==> src/rtl/box_pkg.sv <==
// box_pkg: box state type, screen/template defaults and clamp helpers for multi_box_tracker.
// Coordinates are held at BOX_W bits so edge sums never wrap for any COORD_W up to BOX_W-1.
package box_pkg;

  localparam int unsigned BOX_W          = 16;
  localparam int unsigned DEF_SCREEN_W   = 640;
  localparam int unsigned DEF_SCREEN_H   = 480;
  localparam int unsigned DEF_TEMPLATE_W = 32;

  typedef logic [BOX_W-1:0] coord_t;

  typedef struct packed {
    coord_t cx;
    coord_t cy;
    coord_t hw;
    coord_t hh;
  } box_t;

  function automatic coord_t clamp(input coord_t v, input coord_t lo, input coord_t hi);
    if (v < lo) return lo;
    if (v > hi) return hi;
    return v;
  endfunction

  function automatic coord_t max_c(input coord_t a, input coord_t b);
    return (a > b) ? a : b;
  endfunction

endpackage

==> src/rtl/multi_box_tracker_if.sv <==
// Pixel-pipeline and tracker-peak bundle for multi_box_tracker; slave is the tracker side.
interface multi_box_tracker_if #(
  parameter int unsigned COORD_W = 10,
  parameter int unsigned IDX_W   = 2
);

  logic [COORD_W-1:0] x;
  logic [COORD_W-1:0] y;
  logic               max_ready;
  logic [COORD_W-1:0] max_x;
  logic [COORD_W-1:0] max_y;
  logic               draw_box;
  logic               draw_active;
  logic               in_box;
  logic [IDX_W-1:0]   hit_idx;
  logic               template_in_box;
  logic               template_start;

  modport master (
    output x, y, max_ready, max_x, max_y,
    input  draw_box, draw_active, in_box, hit_idx, template_in_box, template_start
  );

  modport slave (
    input  x, y, max_ready, max_x, max_y,
    output draw_box, draw_active, in_box, hit_idx, template_in_box, template_start
  );

endinterface

==> src/rtl/multi_box_tracker_button_repeater.sv <==
// button_repeater: turns a level button into single-cycle step pulses (press, then hold/repeat).
// EDGE_ONLY = 1 gives exactly one step per press; the hold counter then stays idle.
module button_repeater #(
  parameter int unsigned HOLD_CYCLES   = 25_000_000,
  parameter int unsigned REPEAT_CYCLES = 2_500_000,
  parameter bit          EDGE_ONLY     = 1'b0
) (
  input  logic clk,
  input  logic rst_n,
  input  logic btn,
  output logic step
);

  localparam int unsigned CNT_W = $clog2(HOLD_CYCLES + REPEAT_CYCLES + 1);
  localparam logic [CNT_W-1:0] HOLD_V = CNT_W'(HOLD_CYCLES);
  localparam logic [CNT_W-1:0] WRAP_V = CNT_W'(HOLD_CYCLES + REPEAT_CYCLES - 1);
  localparam logic [CNT_W-1:0] ONE    = CNT_W'(1);

  logic             held;
  logic [CNT_W-1:0] cnt;

  // cnt is the number of held cycles since the press, folded back to HOLD_V every repeat period
  always_ff @(posedge clk) begin
    if (!rst_n || !btn) begin
      held <= 1'b0;
      cnt  <= '0;
    end else if (!held) begin
      held <= 1'b1;
      cnt  <= ONE;
    end else if (!EDGE_ONLY) begin
      cnt <= (cnt == WRAP_V) ? HOLD_V : cnt + ONE;
    end
  end

  assign step = btn && (!held || (!EDGE_ONLY && cnt == HOLD_V));

endmodule

==> src/rtl/multi_box_tracker.sv <==
// multi_box_tracker: NUM_BOXES on-screen-clamped overlay boxes; the active one follows buttons or the tracker peak.
// Define MULTI_BOX_AUTOREPEAT_EN for press/hold/repeat buttons; otherwise one step per button rising edge.
module multi_box_tracker
  import box_pkg::*;
#(
  parameter int unsigned NUM_BOXES     = 4,
  parameter int unsigned COORD_W       = 10,
  parameter int unsigned SCREEN_W      = DEF_SCREEN_W,
  parameter int unsigned SCREEN_H      = DEF_SCREEN_H,
  parameter int unsigned MIN_HALF      = 5,
  parameter int unsigned MAX_HALF      = 64,
  parameter int unsigned DEFAULT_HALF  = 16,
  parameter int unsigned TEMPLATE_W    = DEF_TEMPLATE_W,
  parameter int unsigned HOLD_CYCLES   = 25_000_000,
  parameter int unsigned REPEAT_CYCLES = 2_500_000,
  localparam int unsigned IDX_W = (NUM_BOXES > 1) ? $clog2(NUM_BOXES) : 1
) (
  input  logic               clk,
  input  logic               rst_n,
  input  logic               move_up,
  input  logic               move_down,
  input  logic               move_left,
  input  logic               move_right,
  input  logic               mode,
  input  logic               select_next,
  input  logic               tracking_mode,
  multi_box_tracker_if.slave pix,
  output logic [COORD_W-1:0] template_top,
  output logic [COORD_W-1:0] template_left,
  output logic [IDX_W-1:0]   active_idx,
  output logic [COORD_W-1:0] left,
  output logic [COORD_W-1:0] right,
  output logic [COORD_W-1:0] top,
  output logic [COORD_W-1:0] bottom
);

`ifdef MULTI_BOX_AUTOREPEAT_EN
  localparam bit EDGE_ONLY = 1'b0;
`else
  localparam bit EDGE_ONLY = 1'b1;
`endif

  localparam coord_t ONE    = coord_t'(1);
  localparam coord_t HALF_T = coord_t'(TEMPLATE_W / 2);
  localparam coord_t MAX_X  = coord_t'(SCREEN_W - 1);
  localparam coord_t MAX_Y  = coord_t'(SCREEN_H - 1);
  localparam coord_t MIN_H  = coord_t'(MIN_HALF);
  localparam coord_t MAX_H  = coord_t'(MAX_HALF);
  localparam coord_t DEF_H  = coord_t'(DEFAULT_HALF);
  localparam coord_t CTR_X  = coord_t'(SCREEN_W / 2);
  localparam coord_t CTR_Y  = coord_t'(SCREEN_H / 2);
  localparam logic [IDX_W-1:0] LAST_IDX = IDX_W'(NUM_BOXES - 1);
  localparam logic [IDX_W-1:0] IDX_ONE  = IDX_W'(1);

  logic step_up, step_down, step_left, step_right, step_sel;

  button_repeater #(.HOLD_CYCLES(HOLD_CYCLES), .REPEAT_CYCLES(REPEAT_CYCLES), .EDGE_ONLY(EDGE_ONLY))
    u_rep_up    (.clk(clk), .rst_n(rst_n), .btn(move_up),    .step(step_up));
  button_repeater #(.HOLD_CYCLES(HOLD_CYCLES), .REPEAT_CYCLES(REPEAT_CYCLES), .EDGE_ONLY(EDGE_ONLY))
    u_rep_down  (.clk(clk), .rst_n(rst_n), .btn(move_down),  .step(step_down));
  button_repeater #(.HOLD_CYCLES(HOLD_CYCLES), .REPEAT_CYCLES(REPEAT_CYCLES), .EDGE_ONLY(EDGE_ONLY))
    u_rep_left  (.clk(clk), .rst_n(rst_n), .btn(move_left),  .step(step_left));
  button_repeater #(.HOLD_CYCLES(HOLD_CYCLES), .REPEAT_CYCLES(REPEAT_CYCLES), .EDGE_ONLY(EDGE_ONLY))
    u_rep_right (.clk(clk), .rst_n(rst_n), .btn(move_right), .step(step_right));
  button_repeater #(.HOLD_CYCLES(HOLD_CYCLES), .REPEAT_CYCLES(REPEAT_CYCLES), .EDGE_ONLY(1'b1))
    u_rep_sel   (.clk(clk), .rst_n(rst_n), .btn(select_next), .step(step_sel));

  box_t   boxes [NUM_BOXES];
  box_t   act, nxt;
  coord_t mx, my, cand_w, cand_h;
  logic   inc_x, dec_x, inc_y, dec_y;

  // Centre load/move first, then the resize is checked against the already-updated centre.
  always_comb begin
    act    = boxes[active_idx];
    nxt    = act;
    mx     = max_c(act.hw, HALF_T);
    my     = max_c(act.hh, HALF_T);
    cand_w = '0;
    cand_h = '0;
    inc_x  = step_right && !step_left && !step_sel;
    dec_x  = step_left && !step_right && !step_sel;
    inc_y  = step_down && !step_up && !step_sel;
    dec_y  = step_up && !step_down && !step_sel;
    if (tracking_mode && pix.max_ready) begin
      nxt.cx = clamp(coord_t'(pix.max_x), mx, MAX_X - mx);
      nxt.cy = clamp(coord_t'(pix.max_y), my, MAX_Y - my);
    end else if (mode && !tracking_mode) begin
      if (inc_x) nxt.cx = clamp(act.cx + ONE, mx, MAX_X - mx);
      if (dec_x) nxt.cx = clamp(act.cx - ONE, mx, MAX_X - mx);
      if (inc_y) nxt.cy = clamp(act.cy + ONE, my, MAX_Y - my);
      if (dec_y) nxt.cy = clamp(act.cy - ONE, my, MAX_Y - my);
    end
    if (!mode) begin
      if (inc_x) begin
        cand_w = act.hw + ONE;
        if (cand_w <= MAX_H && nxt.cx >= cand_w && nxt.cx + cand_w <= MAX_X) nxt.hw = cand_w;
      end else if (dec_x) begin
        cand_w = act.hw - ONE;
        if (cand_w >= MIN_H) nxt.hw = cand_w;
      end
      if (inc_y) begin
        cand_h = act.hh + ONE;
        if (cand_h <= MAX_H && nxt.cy >= cand_h && nxt.cy + cand_h <= MAX_Y) nxt.hh = cand_h;
      end else if (dec_y) begin
        cand_h = act.hh - ONE;
        if (cand_h >= MIN_H) nxt.hh = cand_h;
      end
    end
  end

  always_ff @(posedge clk) begin
    if (!rst_n) begin
      for (int unsigned i = 0; i < NUM_BOXES; i++)
        boxes[i] <= '{cx: CTR_X, cy: CTR_Y, hw: DEF_H, hh: DEF_H};
      active_idx <= '0;
    end else begin
      boxes[active_idx] <= nxt;
      if (step_sel) active_idx <= (active_idx == LAST_IDX) ? '0 : active_idx + IDX_ONE;
    end
  end

  coord_t tpl_l, tpl_t;

  assign tpl_l         = act.cx - HALF_T;
  assign tpl_t         = act.cy - HALF_T;
  assign left          = COORD_W'(act.cx - act.hw);
  assign right         = COORD_W'(act.cx + act.hw);
  assign top           = COORD_W'(act.cy - act.hh);
  assign bottom        = COORD_W'(act.cy + act.hh);
  assign template_left = COORD_W'(tpl_l);
  assign template_top  = COORD_W'(tpl_t);

  coord_t bl [NUM_BOXES];
  coord_t br [NUM_BOXES];
  coord_t bt [NUM_BOXES];
  coord_t bb [NUM_BOXES];

  always_comb begin
    for (int unsigned i = 0; i < NUM_BOXES; i++) begin
      bl[i] = boxes[i].cx - boxes[i].hw;
      br[i] = boxes[i].cx + boxes[i].hw;
      bt[i] = boxes[i].cy - boxes[i].hh;
      bb[i] = boxes[i].cy + boxes[i].hh;
    end
  end

  coord_t               px, py;
  logic [NUM_BOXES-1:0] span, outline;
  logic [IDX_W-1:0]     hit_c;
  logic                 found, tpl_in_c, tpl_start_c;

  always_comb begin
    px      = coord_t'(pix.x);
    py      = coord_t'(pix.y);
    span    = '0;
    outline = '0;
    hit_c   = '0;
    found   = 1'b0;
    for (int unsigned i = 0; i < NUM_BOXES; i++) begin
      span[i]    = px >= bl[i] && px <= br[i] && py >= bt[i] && py <= bb[i];
      outline[i] = span[i] && (px == bl[i] || px == br[i] || py == bt[i] || py == bb[i]);
      if (outline[i] && !found) begin
        hit_c = IDX_W'(i);
        found = 1'b1;
      end
    end
    tpl_in_c    = px >= tpl_l && px < act.cx + HALF_T && py >= tpl_t && py < act.cy + HALF_T;
    tpl_start_c = px == tpl_l && py == tpl_t;
  end

  always_ff @(posedge clk) begin
    if (!rst_n) begin
      pix.draw_box        <= 1'b0;
      pix.draw_active     <= 1'b0;
      pix.in_box          <= 1'b0;
      pix.hit_idx         <= '0;
      pix.template_in_box <= 1'b0;
      pix.template_start  <= 1'b0;
    end else begin
      pix.draw_box        <= |outline;
      pix.draw_active     <= outline[active_idx];
      pix.in_box          <= span[active_idx];
      pix.hit_idx         <= hit_c;
      pix.template_in_box <= tpl_in_c;
      pix.template_start  <= tpl_start_c;
    end
  end

endmodule

==> src/flat_wrapper.sv <==
// flat-port wrapper written by rule: the top's interface ports become plain ports
module multi_box_tracker_flat import box_pkg::*;
#(
  parameter int unsigned NUM_BOXES     = 4,
  parameter int unsigned COORD_W       = 10,
  parameter int unsigned SCREEN_W      = DEF_SCREEN_W,
  parameter int unsigned SCREEN_H      = DEF_SCREEN_H,
  parameter int unsigned MIN_HALF      = 5,
  parameter int unsigned MAX_HALF      = 64,
  parameter int unsigned DEFAULT_HALF  = 16,
  parameter int unsigned TEMPLATE_W    = DEF_TEMPLATE_W,
  parameter int unsigned HOLD_CYCLES   = 25_000_000,
  parameter int unsigned REPEAT_CYCLES = 2_500_000,
  localparam int unsigned IDX_W = (NUM_BOXES > 1) ? $clog2(NUM_BOXES) : 1
)
  (clk, rst_n, move_up, move_down, move_left, move_right, mode, select_next, tracking_mode, template_top, template_left, active_idx, left, right, top, bottom, pix_x, pix_y, pix_max_ready, pix_max_x, pix_max_y, pix_draw_box, pix_draw_active, pix_in_box, pix_hit_idx, pix_template_in_box, pix_template_start);
  multi_box_tracker_if #(.COORD_W(COORD_W), .IDX_W(2)) pix_i ();
  input  logic clk;
  input  logic rst_n;
  input  logic move_up;
  input  logic move_down;
  input  logic move_left;
  input  logic move_right;
  input  logic mode;
  input  logic select_next;
  input  logic tracking_mode;
  output logic [COORD_W-1:0] template_top;
  output logic [COORD_W-1:0] template_left;
  output logic [IDX_W-1:0] active_idx;
  output logic [COORD_W-1:0] left;
  output logic [COORD_W-1:0] right;
  output logic [COORD_W-1:0] top;
  output logic [COORD_W-1:0] bottom;
  input wire logic [$bits(pix_i.x)-1:0] pix_x;
  input wire logic [$bits(pix_i.y)-1:0] pix_y;
  input wire logic [$bits(pix_i.max_ready)-1:0] pix_max_ready;
  input wire logic [$bits(pix_i.max_x)-1:0] pix_max_x;
  input wire logic [$bits(pix_i.max_y)-1:0] pix_max_y;
  output wire logic [$bits(pix_i.draw_box)-1:0] pix_draw_box;
  output wire logic [$bits(pix_i.draw_active)-1:0] pix_draw_active;
  output wire logic [$bits(pix_i.in_box)-1:0] pix_in_box;
  output wire logic [$bits(pix_i.hit_idx)-1:0] pix_hit_idx;
  output wire logic [$bits(pix_i.template_in_box)-1:0] pix_template_in_box;
  output wire logic [$bits(pix_i.template_start)-1:0] pix_template_start;
  assign pix_i.x = pix_x;
  assign pix_i.y = pix_y;
  assign pix_i.max_ready = pix_max_ready;
  assign pix_i.max_x = pix_max_x;
  assign pix_i.max_y = pix_max_y;
  assign pix_draw_box = pix_i.draw_box;
  assign pix_draw_active = pix_i.draw_active;
  assign pix_in_box = pix_i.in_box;
  assign pix_hit_idx = pix_i.hit_idx;
  assign pix_template_in_box = pix_i.template_in_box;
  assign pix_template_start = pix_i.template_start;
  multi_box_tracker #(.NUM_BOXES(NUM_BOXES), .COORD_W(COORD_W), .SCREEN_W(SCREEN_W), .SCREEN_H(SCREEN_H), .MIN_HALF(MIN_HALF), .MAX_HALF(MAX_HALF), .DEFAULT_HALF(DEFAULT_HALF), .TEMPLATE_W(TEMPLATE_W), .HOLD_CYCLES(HOLD_CYCLES), .REPEAT_CYCLES(REPEAT_CYCLES)) u_core (.clk(clk), .rst_n(rst_n), .move_up(move_up), .move_down(move_down), .move_left(move_left), .move_right(move_right), .mode(mode), .select_next(select_next), .tracking_mode(tracking_mode), .pix(pix_i), .template_top(template_top), .template_left(template_left), .active_idx(active_idx), .left(left), .right(right), .top(top), .bottom(bottom));
endmodule
==> config.mk <==
export PLATFORM = sky130hd
export DESIGN_NAME = multi_box_tracker_flat
export DESIGN_NICKNAME = d
export VERILOG_FILES = /design/src/rtl/box_pkg.sv /design/src/rtl/multi_box_tracker_if.sv /design/src/rtl/multi_box_tracker_button_repeater.sv /design/src/rtl/multi_box_tracker.sv /design/src/flat_wrapper.sv
export SDC_FILE = /design/constraint.sdc
export NUM_CORES = 2
export LEC_CHECK = 0
export CAP_MARGIN = 15
export CORE_UTILIZATION = 60
export DETAILED_ROUTE_END_ITERATION = 10
export DONT_BUFFER_PORTS = 1
export PLACE_DENSITY = 0.82
export SYNTH_ARGS = -nofsm -noshare
export SYNTH_HDL_FRONTEND = slang
export SYNTH_SLANG_ARGS = --single-unit
==> constraint.sdc <==
create_clock -name clk -period 11.1 [get_ports clk]
set_input_delay 1.11 -clock clk [delete_from_list [all_inputs] [get_ports clk]]
set_output_delay 1.11 -clock clk [all_outputs]
set_load 0.01 [all_outputs]
==> reports/results.txt <==
status - complete, no violations
setup repair after global routing missed its margin - true
f_max - 92.40 MHz
crit path buf inv count - 3
largest reg by FF count - u_core.boxes
Starting Density - 0.6112
placed cells - 5920
initial antenna violation count - 1
Cell Pwr Density - 153.1 nW/um^2
I/O Pins - 119
total die area - 71430 um^2
Power, Total - 6748 uW
TritonCTS clock tree - yes
reg2reg setup slack - 0.28 ns
CTS root buf - clkbuf_16
Syn Nets - 5898
R2R Path End - u_core.boxes[1][22]
Clk pin slew, worst setup/hold paths - 0.06 ns
Largest regs - u_core.boxes: 256 flops, u_core.active_idx: 2 flops, u_core.pix.hit_idx: 2 flops
Worst Path Required - 11.38 ns
floorplan core area - 69070 um^2
port bufs - 0
routed via count - 41730
Ys Warns - 0
max reg flops - 256
Synth cell types - 116
Mapped Avg Cell Area - 8.237 um^2
Non-Filler Instances - 5972
routability cong. - 1.046
pin count of the biggest net entering global routing - 65
Synth Flop Type - edfxtp_1
# clock sinks - 272
static leakage - 0.01876 uW
GR Util met3 - 0.1271
HP Start - move_left
Syn-to-layout area delta - 4.401%
Final ANT Viol Nets - 0
Cell Area, Placed - 43180 um^2
peak supply drop - 0.1114 mV
Setup CP Type - reg2reg
Final Hold Vio Count - 0
Die X - 267.3 um
1st-iter DRT viols - 6498
Hold Path Sink - u_core.u_rep_left.held
Setup violations, final - 0
NumNets Final - 5796
Worst-Margin Slew - 1.228 ns
Clock Path Buffers - 3
Post-CTS Hold Buffers - 0
FF+latch count, synth - 272
drt drc - 0
Crit. End Element - flop
Routed WL - 156.6 mm
Slew headroom - 0.1760
WHS Path Cells - 1
Tcrit/Tclk final - 0.9750
Via density - 6.987
M1 GR Usage - 0.5654
H-tree depth - 1
grt total ovfl - 0
register area share after synthesis - 0.1897
EDFF count, synth - 256
wire length per cell - 26.23 um
Hold Crit Class - in2reg
Mapped Area - 42220 um^2
fin crit period - 10.82 ns
startpoint types - flop
CP max stage cell - o31ai_1
crit-path leading delay family - compound AO/OA/AOI/OAI gates
Worst EP arrival - 11.11 ns
crit-path max cell delay - 0.84 ns
clock skew - 0.04017 ns
fin util - 0.6382
total track usage - 0.4249
Filler cells - 5992
total of max-cap violations - 0
layout cells sized above 1 - 0.05753
R2R depth - 30
first-pass GRT wire length - 230.8 mm
Slew Limit Fails - 0
Die H - 267.3 um
GR Util met2 - 0.6340
vias in the first global route - 38720
clock buffer count from CTS - 29
gr busiest metal - met2
worst skew pair latency - 0.58 ns
Finished Cell Area - 44070 um^2
# rows - 96
Synth async-reset ratio - 0
CP Max Fanout - 48
first-pass iteration count of the detailed router - 6
detailed placement HPWL - 122.2 mm
cell count after synthesis - 5125
Antenna diodes - 0
-- cells in the final DEF, fill, tap and decap left out, types with 55 or more instances in the layout --
master	synthesis	final
ha_1	701	701
nor2_1	487	487
inv_1	440	440
a21oi_1	391	390
nand2_1	315	313
edfxtp_1	256	256
o21ai_0	243	240
xnor2_1	218	218
nor3_1	161	154
a21o_1	121	121
nand3_1	116	113
xor2_1	104	104
nand2b_1	93	93
buf_4	11	84
nand4_1	83	83
nor2b_1	72	72
mux4_2	65	65
o21a_1	63	63
a211oi_1	58	58
mux2i_1	57	57
o21bai_1	55	55
-- cell type report --
class	count	area, um^2	share of cell area
Clock buffer	33	740.7	0.01681
Clock inverter	16	118.9	0.002697
Inverter	461	1732	0.03929
Multi-Input combinational cell	4173	31640	0.7178
Sequential cell	272	8013	0.1818
Tap cell	931	1165	0.02643
Timing Repair Buffer	86	670.6	0.01522
-- power breakdown --
group	internal, uW	switching, uW	total [uW]
sequential	1240	152	1390
clock	500	418	918
combinational	1630	2810	4440
total	3370	3380	6750
-- cell usage after synthesis (all sizes together) (50+ instances only) --
cell,n,share of area
ha,701,0.21
nor2,487,0.043
inv,447,0.040
a21oi,392,0.047
nand2,317,0.028
edfxtp,256,0.18
o21ai,256,0.030
xnor2,220,0.046
clkbuf,164,0.015
nor3,163,0.020
a21o,122,0.022
nand3,118,0.014
xor2,105,0.022
nand2b,93,0.014
nand4,83,0.012
nor2b,72,0.011
mux4,68,0.037
o21a,63,0.011
a211oi,59,0.011
mux2i,57,0.014
buf,55,0.0084
o21bai,55,0.0098
nor4,50,0.0083
-- routing by layer --
layer / up-vias / part of all wire / wire [um]
li1: 18560 / - / -
met1: 19680 / 0.38 / 59840
met2: 2929 / 0.42 / 65440
met3: 566 / 0.15 / 23350
met4: 2 / 0.051 / 7997
met5: - / 0.000083 / 13
-- cell families after synthesis --
group | after synthesis | share of synthesized area
simple gates | 1596 | 0.1869
flops | 272 | 0.1897
fa+ha+maj | 723 | 0.2182
mux | 136 | 0.05299
xor+xnor | 327 | 0.06929
compound gates | 1391 | 0.2190
buf+inv | 680 | 0.06399
-- worst max path at each step --
stage / from / to / slack, ns / cells after the start
global placement: flop / u_core.boxes[1][22] / 0.86 / 30
finish: flop / u_core.boxes[1][22] / 0.28 / 30
CTS: flop / u_core.boxes[0][22] / 0.48 / 30
global route: flop / u_core.boxes[2][9] / -0.008 / 31
detailed placement: flop / u_core.boxes[1][22] / 0.60 / 30
floorplan: flop / u_core.boxes[1][22] / 1.89 / 36
-- stage by stage --
| stage | hold slack, ns | setup TNS [ns] | setup WS (ns) |
|---|---|---|---|
| after floorplan | 0.5420 | 0 | 1.890 |
| after global placement | 0.7544 | 0 | 0.8559 |
| after detailed placement | 0.7576 | 0 | 0.5975 |
| after CTS | 0.6429 | 0 | 0.4835 |
| after global routing | 0.6562 | -0.007637 | -0.007637 |
| final | 0.6442 | 0 | 0.2772 |
-- what timing repair did --
action	in CTS	in global routing
setup endpoints to repair	0	33
buffers inserted	0	3
resized for setup	0	3
Power figures use the tool's default switching activity.
